===== config.mk =====
export PLATFORM = sky130hd
export DESIGN_NAME = uart_tx_arb
export DESIGN_NICKNAME = d
export VERILOG_FILES = /design/src/rtl/uart_arb_pkg.sv /design/src/rtl/uart_tx_arb_rr_pick.sv /design/src/rtl/uart_tx_arb.sv
export SDC_FILE = /design/constraint.sdc
export NUM_CORES = 1
export LEC_CHECK = 0
export ABC_CLOCK_PERIOD_IN_PS = 11400
export CORE_UTILIZATION = 30
export CTS_CLUSTER_SIZE = 12
export DETAILED_ROUTE_END_ITERATION = 16
export HOLD_SLACK_MARGIN = 0.05
export SYNTH_ARGS = -nofsm -noshare
export SYNTH_HDL_FRONTEND = slang
export SYNTH_HIERARCHICAL = 1
export SYNTH_SLANG_ARGS = --single-unit

===== constraint.sdc =====
create_clock -name clk -period 11.4 [get_ports clk]
set_input_delay 2.28 -clock clk [delete_from_list [all_inputs] [get_ports clk]]
set_output_delay 2.28 -clock clk [all_outputs]
set_load 0.02 [all_outputs]

===== src/rtl/uart_arb_pkg.sv =====
// uart_arb_pkg: shared types and helpers for the UART transmit arbiter.
// Holds the arbiter FSM state encoding and the select-width helper.
package uart_arb_pkg;

  typedef enum logic [1:0] {
    IDLE    = 2'd0,
    PRESENT = 2'd1,
    FETCH   = 2'd2
  } arb_state_t;

  function automatic int sel_w(input int n);
    return $clog2(n);
  endfunction

endpackage


===== src/rtl/uart_tx_arb_rr_pick.sv =====
// rr_pick: combinational round-robin picker; scans req from ptr+1, wrapping.
// Ports: req (request vector), ptr (last grant) -> gnt (one-hot), idx.
module rr_pick
  import uart_arb_pkg::*;
#(
  parameter int N = 3,
  parameter int W = sel_w(N)
) (
  input  logic [N-1:0] req,
  input  logic [W-1:0] ptr,
  output logic [N-1:0] gnt,
  output logic [W-1:0] idx
);

  int best;

  // Distance 0 is the source right after ptr; smallest distance wins.
  always_comb begin
    best = N;
    idx  = '0;
    gnt  = '0;
    for (int i = 0; i < N; i++) begin
      if (req[i] && ((i + N - 1 - int'(ptr)) % N) < best) begin
        best = (i + N - 1 - int'(ptr)) % N;
        idx  = W'(i);
      end
    end
    for (int i = 0; i < N; i++) begin
      gnt[i] = (best < N) && (idx == W'(i));
    end
  end

endmodule


===== src/rtl/uart_tx_arb.sv =====
// uart_tx_arb: packet-granular round-robin share of one uart_tx serializer.
// Ports: src_valid/data/last/ready streams in; din/empty/re to serializer.
module uart_tx_arb
  import uart_arb_pkg::*;
#(
  parameter int N_SRC     = 3,
  parameter int STALL_MAX = 27_000
) (
  input  logic                       clk,
  input  logic                       rst_n,
  input  logic [N_SRC-1:0]           src_valid,
  input  logic [8*N_SRC-1:0]         src_data,
  input  logic [N_SRC-1:0]           src_last,
  output logic [N_SRC-1:0]           src_ready,
  output logic [7:0]                 din,
  output logic                       empty,
  input  logic                       re,
  output logic                       busy,
  output logic [$clog2(N_SRC)-1:0]   grant_id,
  output logic                       abort,
  output logic [$clog2(N_SRC)-1:0]   abort_id
);

  localparam int SW = sel_w(N_SRC);
  localparam int CW = $clog2(STALL_MAX + 1);
  localparam logic [CW-1:0] CMAX = CW'(STALL_MAX);

  arb_state_t      state, state_d;
  logic [7:0]      byte_q, cap_byte;
  logic            last_q, cap_last;
  logic [SW-1:0]   gnt_q, last_grant, abort_id_q;
  logic [SW-1:0]   pick_idx, cap_idx;
  logic [N_SRC-1:0] pick_gnt;
  logic            re_q, re_p;
  logic            abort_q, abort_d;
  logic [CW-1:0]   stall_cnt;
  logic            hs, fin, cnt_clr, cnt_inc;

  rr_pick #(
    .N (N_SRC),
    .W (SW)
  ) u_pick (
    .req (src_valid),
    .ptr (last_grant),
    .gnt (pick_gnt),
    .idx (pick_idx)
  );

  // A long re strobe counts once.
  assign re_p = re & ~re_q;

  always_ff @(posedge clk) begin
    if (!rst_n) begin
      state      <= IDLE;
      byte_q     <= 8'h00;
      last_q     <= 1'b0;
      gnt_q      <= '0;
      last_grant <= SW'(N_SRC - 1);
      abort_q    <= 1'b0;
      abort_id_q <= '0;
      re_q       <= 1'b0;
      stall_cnt  <= '0;
    end else begin
      state   <= state_d;
      re_q    <= re;
      abort_q <= abort_d;
      if (abort_d) abort_id_q <= gnt_q;
      if (hs) begin
        byte_q <= cap_byte;
        last_q <= cap_last;
        gnt_q  <= cap_idx;
      end
      if (fin) last_grant <= gnt_q;
      if (cnt_clr) stall_cnt <= '0;
      else if (cnt_inc && stall_cnt != CMAX)
        stall_cnt <= stall_cnt + CW'(1);
    end
  end

  always_comb begin
    state_d = state;
    fin     = 1'b0;
    abort_d = 1'b0;
    cnt_clr = 1'b0;
    cnt_inc = 1'b0;
    unique case (state)
      IDLE: begin
        if (hs) state_d = PRESENT;
      end
      PRESENT: begin
        if (re_p) begin
          if (last_q) begin
            state_d = IDLE;
            fin     = 1'b1;
          end else begin
            state_d = FETCH;
            cnt_clr = 1'b1;
          end
        end
      end
      FETCH: begin
        // A byte arriving on the limit cycle still wins.
        if (hs) begin
          state_d = PRESENT;
        end else if (stall_cnt == CMAX) begin
          state_d = IDLE;
          abort_d = 1'b1;
          fin     = 1'b1;
        end else begin
          cnt_inc = 1'b1;
        end
      end
      default: state_d = IDLE;
    endcase
  end

  always_comb begin
    src_ready = '0;
    unique case (state)
      IDLE:    src_ready = pick_gnt;
      FETCH:   src_ready[gnt_q] = 1'b1;
      default: src_ready = '0;
    endcase
    hs       = |(src_ready & src_valid);
    cap_idx  = (state == IDLE) ? pick_idx : gnt_q;
    cap_byte = 8'h00;
    cap_last = 1'b0;
    for (int i = 0; i < N_SRC; i++) begin
      if (src_ready[i]) begin
        cap_byte = src_data[8*i +: 8];
        cap_last = src_last[i];
      end
    end
    din      = byte_q;
    empty    = (state != PRESENT);
    busy     = (state != IDLE);
    grant_id = gnt_q;
    abort    = abort_q;
    abort_id = abort_id_q;
  end

endmodule


Word-level counts from Yosys, hierarchy flattened
Cells that the tools add are included.
{"block": "word_totals", "ram_bits": 0, "output_inout_bits": 18, "latch_bits": 0, "regBits": 34, "input_bits": 33, "romBits": 0, "n_memories": 0}
{"block": "op_classes", "bitwise_logic": 4, "shifts": 0, "n_mux": 32, "addsub": 4, "magnitude_cmp": 6, "multipliers": 0, "n_reduce_logical": 15, "div": 3, "n_eq_ne": 10}
{"cell": "32-bit by 3-bit modulo with 32-bit output, second input constant", "count": 3}
{"cell": "32-bit 2-to-1 mux", "count": 3}
{"cell": "32-bit by 3-bit less-than comparator with 1-bit output, second input constant", "count": 2}
{"cell": "32-bit less-than comparator", "count": 2}
{"cell": "8-bit 2-to-1 mux", "count": 3}
{"cell": "1-bit 2-to-1 mux", "count": 16}
{"cell": "15-bit by 1-bit adder with 15-bit output, second input constant", "count": 1}
{"cell": "15-bit equality test, second input constant", "count": 1}
{"cell": "15-bit inequality test, second input constant", "count": 1}
{"cell": "2-bit 2-to-1 mux", "count": 6}
{"cell": "1-bit logical AND", "count": 8}
{"cell": "2-bit case mux with 3 select lines", "count": 1}
{"cell": "3-bit case mux with 2 select lines", "count": 1}
{"cell": "2-bit by 2-bit subtractor with 3-bit output, first input constant", "count": 2}
{"cell": "2-bit by 1-bit equality test with 1-bit output, second input constant", "count": 2}
{"cell": "2-bit equality test, second input constant", "count": 2}
{"cell": "2-bit zero test", "count": 2}
{"cell": "2-bit inequality test, second input constant", "count": 2}
{"cell": "3-bit by 2-bit subtractor with 4-bit output, first input constant", "count": 1}
{"cell": "3-bit bitwise AND", "count": 1}
{"cell": "2-bit by 3-bit less-than comparator with 1-bit output, second input constant", "count": 1}
{"cell": "3-bit inequality test, second input constant", "count": 1}
{"cell": "3-bit AND reduction", "count": 1}
{"cell": "3-bit OR reduction", "count": 1}
{"cell": "9 further kinds", "count": 10}

Longest topological paths before layout
{"block": "logic_depth", "word_depth": 19, "depth_mapped": 38}

Hierarchy
Netlist, hierarchy kept.
{"mod": "uart_tx_arb", "seq_area_each_um2": 680.7, "instances": 1, "cells_each": 223, "area_each_um2": 1858.0}
{"mod": "rr_pick", "seq_area_each_um2": 0.0, "instances": 1, "cells_each": 265, "area_each_um2": 1840.5}

Least setup slack after synthesis
OpenSTA, ideal clock, no wires.
{"block": "synth_timing", "path_kind": "register -> output", "start": "reg last_grant[0]", "end": "out src_ready[1]", "n_path_buf": 4, "t_arrival_ps": 6846, "path_slack_ps": 2274, "stages_incl_launch_ff": 34, "required_ps": 9120, "cell_sequence": "dfxtp_1 > inv_1 > ha_1 > nand2_4 > inv_2 > buf_6 > ha_1 > buf_6 > and2_1 > buf_2 > a2111oi_4 > a221oi_2 > or3_4 > nand2_4 > nor2_2 > o41ai_2 > nor2_1 > mux2_4 > a21oi_4 > or3_1 > a21oi_1 > a2111oi_0 > inv_1 > or4_4 > nand3_2 > a21oi_2 > mux2i_1 > ha_1 > nand2_1 > o31a_2 > nor4_1 > and2_1 > a21o_1 > buf_2"}
{"block": "synth_via", "elab_chain_cells": 14, "word_cells_on_any_way": 21, "cone_classes": "add/sub: 3; div: 3; order compare: 4; eq/ne: 1; mux: 6; reduce/logical: 4"}
{"element": "start: declaration", "line": "uart_tx_arb.sv:31", "text": "logic [SW-1:0] gnt_q, last_grant, abort_id_q;"}
{"element": "start signal: assignment", "line": "uart_tx_arb.sv:58", "text": "last_grant <= SW'(N_SRC - 1);"}
{"element": "start signal: assignment", "line": "uart_tx_arb.sv:73", "text": "if (fin) last_grant <= gnt_q;"}
{"element": "2-bit by 2-bit subtractor with 3-bit output", "line": "uart_tx_arb_rr_pick.sv:23, uart_tx_arb_rr_pick.sv:24"}
{"element": "32-bit by 3-bit modulo with 32-bit output", "line": "uart_tx_arb_rr_pick.sv:23, uart_tx_arb_rr_pick.sv:24"}
{"element": "32-bit by 3-bit less-than comparator with 1-bit output", "line": "uart_tx_arb_rr_pick.sv:23", "text": "if (req[i] && ((i + N - 1 - int'(ptr)) % N) < best) begin"}
{"element": "1-bit logical AND", "line": "uart_tx_arb_rr_pick.sv:23"}
{"element": "32-bit 2-to-1 mux", "line": "uart_tx_arb_rr_pick.sv:23"}
{"element": "32-bit less-than comparator", "line": "uart_tx_arb_rr_pick.sv:23"}
{"element": "1-bit logical AND", "line": "uart_tx_arb_rr_pick.sv:23"}
{"element": "32-bit 2-to-1 mux", "line": "uart_tx_arb_rr_pick.sv:23"}
{"element": "32-bit less-than comparator *", "line": "uart_tx_arb_rr_pick.sv:23"}
{"element": "1-bit logical AND *", "line": "uart_tx_arb_rr_pick.sv:23"}
{"element": "2-bit 2-to-1 mux *", "line": "uart_tx_arb_rr_pick.sv:23"}
{"element": "net pick_idx[1]", "line": "uart_tx_arb.sv:32", "text": "logic [SW-1:0] pick_idx, cap_idx;"}
{"element": "2-bit by 1-bit equality test with 1-bit output *", "line": "uart_tx_arb_rr_pick.sv:29", "text": "gnt[i] = (best < N) && (idx == W'(i));"}
{"element": "1-bit logical AND *", "line": "uart_tx_arb_rr_pick.sv:29"}
{"element": "net pick_gnt[1]", "line": "uart_tx_arb.sv:33", "text": "logic [N_SRC-1:0] pick_gnt;"}
{"element": "3-bit case mux with 2 select lines *", "line": "uart_tx_arb.sv:119", "text": "unique case (state)"}
{"element": "end: declaration", "line": "uart_tx_arb.sv:14", "text": "output logic [N_SRC-1:0] src_ready,"}
Mark *: on every way through the listed nets, which the timed path passes. The rest lies on a longest branch.

Worst setup path after layout
Same ends and word-level chain as after synthesis.

==> metrics.md <==
| Metric | Value |
|---|---|
| Status | complete, no violations |
| Max Cap Viol | 0 |
| Data arrival, critical path | 8510 ps |
| CP max-delay cell | clkdlybuf4s50_1 |
| Crit path required time | 9120 ps |
| Switching Share | 0.301 |
| Initial antenna violation count | 0 |
| DRC | 0 |
| Worst-margin pin slew | 1040 ps |
| Hold-fix buffers, CTS | 0 |
| P_leak | 0.00167 µW |
| Grt ovf | 0 |
| Post-Syn Area | 3700 µm² |
| Crit path buf inv count | 5 |
| # diodes | 0 |
| Io pins | 51 |
| EDFF count, synth | 0 |
| Setup WS pre-CTS | 293 ps |
| Core footprint | 12000 µm² |
| Largest area contributor in the netlist | dfxtp_1 |
| DP Cell Count | 662 |
| Layout area overhead | 20.9% |
| Die area | 12800 µm² |
| Pin count of the biggest net entering global routing | 22 |
| Fin nets | 579 |
| Area contributors post-synth | dfxtp_1 18%, ha_1 8.1%, nor2_1 5.2%, nand2_1 4.9%, mux2i_1 4.1% |
| Setup WS post-layout | 608 ps |
| GP Congestion | 0.942 |
| Remaining antenna violation count after routing | 0 |
| Die width | 113 µm |
| Crit-path max FO | 21 |
| Drt first pass iters | 5 |
| Switch Pwr | 142 µW |
| Final setup vio count | 0 |
| Vias in the first global route | 3510 |
| Num rows | 40 |
| Crit-path max cell delay | 680 ps |
| CTS sink count | 34 |
| Initial Utilization | 0.308 |
| IO Port Bufs | 50 |
| Finished Layout Cells | 670 |
| Setup crit start kind | flop |
| Top cells by count, synth | 51 x nor2_1, 48 x nand2_1, 34 x dfxtp_1 |
| Share of the synthesized area in the top cell type | 0.184 |
| # Post-CTS Setup Buffers | 0 |
| Core Util, Final | 0.372 |
| Final min period | 10790 ps |
| Post-Syn Instances | 488 |
| Final hold violations | 0 |
| Net count after synthesis | 545 |
| Clk_lat worst skew | 270 ps |
| Clock Pin Slew Worst Setup and Hold Paths | 50 ps |
| Final Skew | 4.71 ps |
| Hold crit path type | flop to flop |
| Setup_tns | 0 ps |
| Final HPWL DP | 7.35 mm |
| Die Y | 113 µm |
| Relative slew slack | 0.304 |
| Seq/Total Area, Yosys | 0.184 |
| Initial DRC Count | 246 |
| Async set-reset flop share out of synthesis | 0 |
| CTS tree | yes |
| Slew Viols, Final | 0 |
| Wire per inst | 14.4 µm |
| Pint | 330 µW |
| Yosys warns | 6 |
| Routed wire length | 9.62 mm |
| Final worst-path cycle share | 0.947 |
| Post-Syn Area per Cell | 7.58 µm² |
| CTS Buf Count | 5 |
| Worst Setup End Kind | output pin |
| Seq pwr share | 0.290 |
| Number of library cell types mapped by synthesis | 87 |
| GRT Total Usage | 0.151 |
| First-pass GRT wire length | 16.2 mm |
| Vias/cell | 5.55 |
| CP Class | flop to output pin |
| Count leader, synth | nor2_1 |
| Yosys reg bits | 34 |
| CP top delay family | compound AO/OA/AOI/OAI gates |
| Clk buf depth | 2 |
| Comb power frac | 0.326 |
| Via count | 3716 |
| Unrepaired setup endpoints after global routing | no |
| Share of post-route cells with drive strength above 1 | 0.0994 |
| Peak supply drop | 0.0803 mV |
| PwrDens | 105 nW/µm² |
| Ys flop type | dfxtp_1 |
| Root Driver | clkbuf_16 |
| H-tree Lvls | 2 |
| Max frequency | 92.7 MHz |
| Clock share of power | 0.383 |
| Overall Power | 472 µW |
## area by class of cell
| class | count | area, µm² |
|---|---|---|
| timing repair buffer | 53 | 523 |
| clock inverter | 2 | 60.1 |
| clock buffer | 6 | 139 |
| sequential | 34 | 681 |
| inverter | 29 | 109 |
| tap | 147 | 184 |
| multi-input combinational | 399 | 2780 |
| fill | 1219 | 7540 |
## power by group through the flow
| stage | sequential, µW | clock [µW] | combinational, µW |
|---|---|---|---|
| 6_report | 137 | 181 | 154 |
| 4_1_cts | 137 | 185 | 155 |
| 5_1_grt | 138 | 191 | 170 |
| 3_3_place_gp | 138 | 0 | 154 |
| 2_1_floorplan | 144 | 0 | 95.0 |
| 3_5_place_dp | 139 | 0 | 154 |
## metal layers
layer / global-route usage / part of all wire / up-vias / wire, µm
met1: 0.194 / 0.47 / 1694 / 4490
li1: - / - / 1864 / -
met4: 0.0447 / 0.015 / 0 / 148
met5: 0 / 0 / - / 0
met3: 0.0284 / 0.061 / 17 / 589
met2: 0.255 / 0.46 / 141 / 4400
## metrics by stage
stage | hold slack [ps] | cell area (µm²)
floorplan | 440 | 3700
global placement | 439 | 4260
detailed placement | 447 | 4260
CTS | 451 | 4460
global route | 471 | 4470
finish | 451 | 4470
## worst min-delay path: stages (launching register included)
cell     delay (ps)
dfxtp_1         300
nand2_1          50
a21oi_1          50
## cell families after synthesis
| group | synth area share |
|---|---|
| AND/OR/NAND/NOR | 0.312 |
| AO/OA/AOI/OAI | 0.280 |
| adder cells (fa/ha/maj) | 0.0812 |
| buffers and inverters | 0.0693 |
| flip-flops | 0.184 |
| multiplexers | 0.0447 |
| XOR/XNOR | 0.0284 |
## placed cells by master, fill, tap and decap left out, types with 3 or more instances in the layout
master,instances
a21oi_1,29
a221oi_1,10
nand2b_1,7
or3_1,14
o21ai_1,6
nand4_1,6
nand2_1,48
mux2i_1,15
ha_2,3
o21ai_0,17
and3_1,4
dfxtp_1,34
o211ai_1,3
a22oi_1,3
xnor2_1,12
inv_1,26
inv_2,3
nor4_1,13
clkbuf_16,5
nand3_1,10
nor3b_1,3
nor2b_1,5
and3b_1,4
nor3_1,9
and2_1,13
buf_4,3
o21a_1,4
a31oi_1,9
nor2_1,51
a21o_1,5
a21oi_2,4
ha_1,21
clkdlybuf4s50_1,50
## worst paths after layout
path,start,end,slack [ps],depth (start not counted)
worst min register to register,din[1]$_SDFFE_PN0P_,din[1]$_SDFFE_PN0P_,450,2
worst min-delay path,din[1]$_SDFFE_PN0P_,din[1]$_SDFFE_PN0P_,450,2
worst max register to register,last_grant[0]$_SDFFE_PN0P_,din[4]$_SDFFE_PN0P_,2800,34
worst max-delay path,last_grant[0]$_SDFFE_PN0P_,src_ready[1],610,31
## sequential cells by signal (all words and copies together) (netlist names)
name        flops
re_q            1
grant_id        2
last_q          1
state           2
abort           1
stall_cnt      15
din             8
abort_id        2
last_grant      2
## repair_timing
item,4_1_cts,5_1_grt
setup endpoints to repair,1,1
resized for setup,1,4
gates cloned,0,0
(Power assumes the default switching activity.)
